===== src/rtl/choice_capture.sv =====
// choice_capture
//   Two-player choice entry. Each player sets the one-hot choice switches
//   and presses the commit button. The button is synchronized and debounced,
//   and each debounced press captures one choice. Once both choices are
//   captured the pair is presented until the controller acknowledges it.
//
// Ports
//   clk            system clock, the only clock used
//   reset          synchronous, active-high reset
//   sw[2:0]        raw choice switches, one-hot (001 cat, 010 dog, 100 chicken)
//   key_n          raw commit button, active-low, asynchronous, bouncing
//   scenario_ack   controller has consumed the presented pair (level)
//   player1_choice captured player 1 choice
//   player2_choice captured player 2 choice
//   choice_valid   pair is being presented
//   waiting_p1     waiting for player 1 commit
//   waiting_p2     waiting for player 2 commit
//   invalid_flag   one-cycle pulse when a commit had a non-one-hot choice
module choice_capture #(
  parameter int DEBOUNCE_CYCLES = 500000
) (
  input  logic       clk,
  input  logic       reset,
  input  logic [2:0] sw,
  input  logic       key_n,
  input  logic       scenario_ack,
  output logic [2:0] player1_choice,
  output logic [2:0] player2_choice,
  output logic       choice_valid,
  output logic       waiting_p1,
  output logic       waiting_p2,
  output logic       invalid_flag
);

  localparam int CW = $clog2(DEBOUNCE_CYCLES + 1);
  localparam logic [CW-1:0] CNT_LAST = CW'(DEBOUNCE_CYCLES - 1);

  // One-hot encoding so each status output is a state flop bit.
  localparam logic [2:0] WAIT_P1 = 3'b001;
  localparam logic [2:0] WAIT_P2 = 3'b010;
  localparam logic [2:0] PRESENT = 3'b100;

  logic          key_s1, key_s2;
  logic [2:0]    sw_s1, sw_s2;
  logic          key_deb;
  logic [CW-1:0] cnt;
  logic          press;
  logic [2:0]    state;
  logic          sw_ok;

  // Two-flop synchronizers; the key resets to the released level.
  always_ff @(posedge clk) begin
    if (reset) begin
      key_s1 <= 1'b1;
      key_s2 <= 1'b1;
      sw_s1  <= 3'b000;
      sw_s2  <= 3'b000;
    end else begin
      key_s1 <= key_n;
      key_s2 <= key_s1;
      sw_s1  <= sw;
      sw_s2  <= sw_s1;
    end
  end

  // Debounce: count consecutive cycles where the synchronized key disagrees
  // with the accepted level; the final disagreeing cycle flips the level.
  // The counter stops at CNT_LAST, so it can never wrap. A registered press
  // pulse is raised on the 1->0 flip only.
  always_ff @(posedge clk) begin
    if (reset) begin
      key_deb <= 1'b1;
      cnt     <= '0;
      press   <= 1'b0;
    end else begin
      press <= 1'b0;
      if (key_s2 == key_deb) begin
        cnt <= '0;
      end else if (cnt >= CNT_LAST) begin
        key_deb <= key_s2;
        cnt     <= '0;
        press   <= ~key_s2;
      end else begin
        cnt <= cnt + 1'b1;
      end
    end
  end

  always_comb begin
    sw_ok = (sw_s2 == 3'b001) || (sw_s2 == 3'b010) || (sw_s2 == 3'b100);
  end

  // Choice FSM. In PRESENT, presses are dropped and ack takes priority.
  always_ff @(posedge clk) begin
    if (reset) begin
      state          <= WAIT_P1;
      player1_choice <= 3'b001;
      player2_choice <= 3'b001;
      invalid_flag   <= 1'b0;
    end else begin
      invalid_flag <= 1'b0;
      case (state)
        WAIT_P1: begin
          if (press) begin
            if (sw_ok) begin
              player1_choice <= sw_s2;
              state          <= WAIT_P2;
            end else begin
              invalid_flag <= 1'b1;
            end
          end
        end
        WAIT_P2: begin
          if (press) begin
            if (sw_ok) begin
              player2_choice <= sw_s2;
              state          <= PRESENT;
            end else begin
              invalid_flag <= 1'b1;
            end
          end
        end
        PRESENT: begin
          if (scenario_ack) state <= WAIT_P1;
        end
        default: state <= WAIT_P1;
      endcase
    end
  end

  assign waiting_p1   = state[0];
  assign waiting_p2   = state[1];
  assign choice_valid = state[2];

endmodule


===== config.mk =====
export PLATFORM = sky130hd
export DESIGN_NAME = choice_capture
export DESIGN_NICKNAME = d
export VERILOG_FILES = /design/src/rtl/choice_capture.sv
export SDC_FILE = /design/constraint.sdc
export NUM_CORES = 1
export LEC_CHECK = 0
export ABC_AREA = 1
export ABC_CLOCK_PERIOD_IN_PS = 1500
export CELL_PAD_IN_SITES_DETAIL_PLACEMENT = 0
export CELL_PAD_IN_SITES_GLOBAL_PLACEMENT = 1
export CORE_AREA = 4 4 76 78
export DETAILED_ROUTE_END_ITERATION = 8
export DIE_AREA = 0 0 80 82
export HOLD_SLACK_MARGIN = 0.08
export PLACE_DENSITY = 0.7
export SLEW_MARGIN = 0
export SYNTH_ARGS = -nofsm -noshare
export SYNTH_HDL_FRONTEND = slang
export SYNTH_SLANG_ARGS = --single-unit

===== constraint.sdc =====
create_clock -name clk -period 1.5 [get_ports clk]
set_clock_uncertainty 0.15 [all_clocks]
set_input_delay 0.3 -clock clk [delete_from_list [all_inputs] [get_ports clk]]
set_output_delay 0.3 -clock clk [all_outputs]
set_load 0.01 [all_outputs]

==> metrics.md <==
| Metric | Value |
|---|---|
| H-tree Lvls | `2` |
| FF+latch count, synth | `39` |
| Post-Syn Nets | `252` |
| Post-synth EDFFs | `0` |
| Critical path arrival | `1.49 ns` |
| Row count | `26` |
| Total gr overflow | `0` |
| Routed Wire Length | `3710 um` |
| Worst Tran Pin Value | `0.239 ns` |
| Netlist cell types | `24` |
| Worst EP required | `1.54 ns` |
| Net count, final | `300` |
| Fin crit period | `1.44 ns` |
| # setup viols final | `0` |
| Max-Cap Viols | `0` |
| CTS clk-pin slew, worst paths | `roughly 0.08 ns` |
| Setup WS pre-CTS | `-0.119 ns` |
| Die ar. | `0.00656 mm^2` |
| Avg Cell Area, Syn | `7.20 um^2` |
| Relative slew slack | `84.0%` |
| Total global-route track usage | `12.7%` |
| DIE HEIGHT | `82 um` |
| Final Cycle Share | `96.3%` |
| RD Place Congestion | `0.772` |
| Clock power frac | `40.0%` |
| Yosys top cell by area | `dfxtp_1` |
| Routed wire per std cell | `10.2 um` |
| Share of post-route cells with drive strength above 1 | `24.9%` |
| Via count | `1544` |
| FILL cells | `548` |
| IO Port Bufs | `16` |
| Pin count of the biggest net entering global routing | `20` |
| Inst Count DP | `roughly 360` |
| Post-CTS Hold Buffers | `0` |
| Synth Flop Type | `dfxtp_1` |
| Setup CP Type | `flop to flop` |
| Vias/cell | `4.25` |
| ANT cells | `0` |
| Mapped Cells | `between 200 and 250` |
| Synth top cells by count | `nor2_1 (56), nand2_1 (54), dfxtp_1 (39)` |
| TritonCTS clock tree | `built` |
| Total clock buffers created by CTS | `5` |
| Top-count cell post-synth | `nor2_1` |
| Final HPWL DP | `2770 um` |
| Maximum clock rate | `693 MHz` |
| Slew Limit Fails | `0` |
| Count of non-filler cells in the finished layout | `363` |
| DRT Pass-1 Iters | `6` |
| TNS Setup | `0 ns` |
| Drt first-iter violations | `52` |
| Ports | `17` |
| Multi-input gate area | `907 um^2` |
| Switching share of power | `23.8%` |
| Synth Cell Area | `0.00176 mm^2` |
| Power per cell area | `slightly below 800 mW/mm^2` |
| Design area | `roughly 0.0024 mm^2` |
| Maximum vdd drop | `0.587 mV` |
| Clock Path Buffers | `2` |
| PnR worst setup slack | `0.0562 ns` |
| Internal cell power | `1.41 mW` |
| DP Area | `0.00222 mm^2` |
| Detail Route Antenna Nets | `0` |
| Post-CTS Setup Inserts | `0` |
| Clk Latency, worst-skew pair | `a little under 0.3 ns` |
| R2R Setup Slk | `0.06 ns` |
| Root Driver | `clkbuf_8` |
| RSZ-0062 raised after global routing | `yes` |
| Maximum fanout along the worst path | `4` |
| Status | `completed` |
| CORE AREA | `0.00507 mm^2` |
| CP Launch Type | `flop` |
| Vias in the first global route | `roughly 1500` |
| Yosys top cell area share | `44.4%` |
| Comb pwr share | `3.5%` |
| Post-synthesis sequential area ratio | `44.4%` |
| Hold Fails Final Rpt | `0` |
| Area growth syn-to-layout | `35.6%` |
| Worst Hold Margin | `around 0.25 ns` |
| Reg power frac | `56.6%` |
| Die width | `80 um` |
| Sinks on Clock Net | `39` |
| Area contributors post-synth | `dfxtp_1 (44%), nor2_1 (12%), nand2_1 (12%)` |
| Starting Density | `34.6%` |
| FF+latch area | `about 800 um^2` |
| Worst Hold Class | `flop to flop` |
| NetSw | `~0.44 mW` |
| Number of antenna violations at the first check in global routing | `0` |
| Leak | `0.921 nW` |
| Worst Setup End Kind | `flop` |
| YS warnings | `0` |
| # DRC | `0` |
| First-pass GRT wire length | `6540 um` |
| Post-synthesis async set-or-reset flop share | `0%` |
[state kept, by name, indices dropped and copies added (netlist names)]
signal / count
invalid_flag: 1
state: 3
press: 1
key_deb: 1
player2_choice: 3
key_s2: 1
cnt: 19
key_s1: 1
sw_s1: 3
sw_s2: 3
player1_choice: 3
[final cells by class]
class                   instances  share of cell area (%)
clock buffers                   5                    2.89
multi-input cells             169                    38.1
clock inverters                 3                   0.998
repair buffers                 43                    15.2
well taps                      70                    3.68
inverters                      34                    5.36
flip-flops and latches         39                    33.8
[routing by layer]
layer	up-vias	share of wire [%]	track usage, %
li1	851	-	-
met1	677	53	17.2
met2	11	43	20.2
met3	5	2.5	2.96
met4	0	0.92	3.55
met5	-	0	0
[logic make-up after synthesis]
group | after synthesis | synth area share [%]
buffers and inverters | 36 | 8.12
AO/OA/AOI/OAI | 12 | 3.85
AND/OR/NAND/NOR | 141 | 35.4
flip-flops | 39 | 44.4
XOR/XNOR | 15 | 7.48
adder cells (fa/ha/maj) | 1 | 0.712
[power by group through the flow]
stage,Clock [mW],Sequential (mW),Combinational (mW)
2_1_floorplan,0,1.07,0.0264
3_5_place_dp,0,1.08,0.0636
4_1_cts,0.773,1.05,0.0636
5_1_grt,0.809,1.05,0.0726
6_report,0.739,1.05,0.0641
3_3_place_gp,0,1.08,0.0618
[cell usage in the layout (no fill, tap or decap), types with 6 or more instances in the layout]
cell / n
nor2_2: 8
nand3_1: 14
clkdlybuf4s50_1: 6
nand2_1: 52
inv_1: 33
dfxtp_2: 10
xor2_1: 11
dlygate4sd2_1: 10
nor2_1: 48
buf_4: 26
dfxtp_1: 26
[worst max-delay path, cell delays in order (launching register included)]
cell and delay [ns]:
dfxtp_2 0.38, nand2_1 0.13, nor2_1 0.17, nand3_1 0.13, nor2_1 0.15, nand2_1 0.07
nand2_1 0.05, nand2_1 0.04, inv_1 0.04, nor2_1 0.03
[final timing paths]
kind | from | to | depth (start not counted)
max | cnt[9] | cnt[17] | 9
min | sw_s1[1] | sw_s2[1] | 2
max reg2reg | cnt[9] | cnt[17] | 9
min reg2reg | sw_s1[1] | sw_s2[1] | 2
[per-stage QoR]
stage / total power [mW] / utilization, %
finish: 1.85 / 46.9
global route: 1.93 / 46.9
CTS: 1.89 / 45.5
detailed placement: 1.14 / 43.8
global placement: 1.14 / 43.8
floorplan: 1.10 / -
[what timing repair did]
item,4_1_cts,5_1_grt
gates resized for setup,12,31
pin swaps,0,2
endpoints found under the setup margin,29,29
Note: power is estimated with default switching activity, not from simulation.
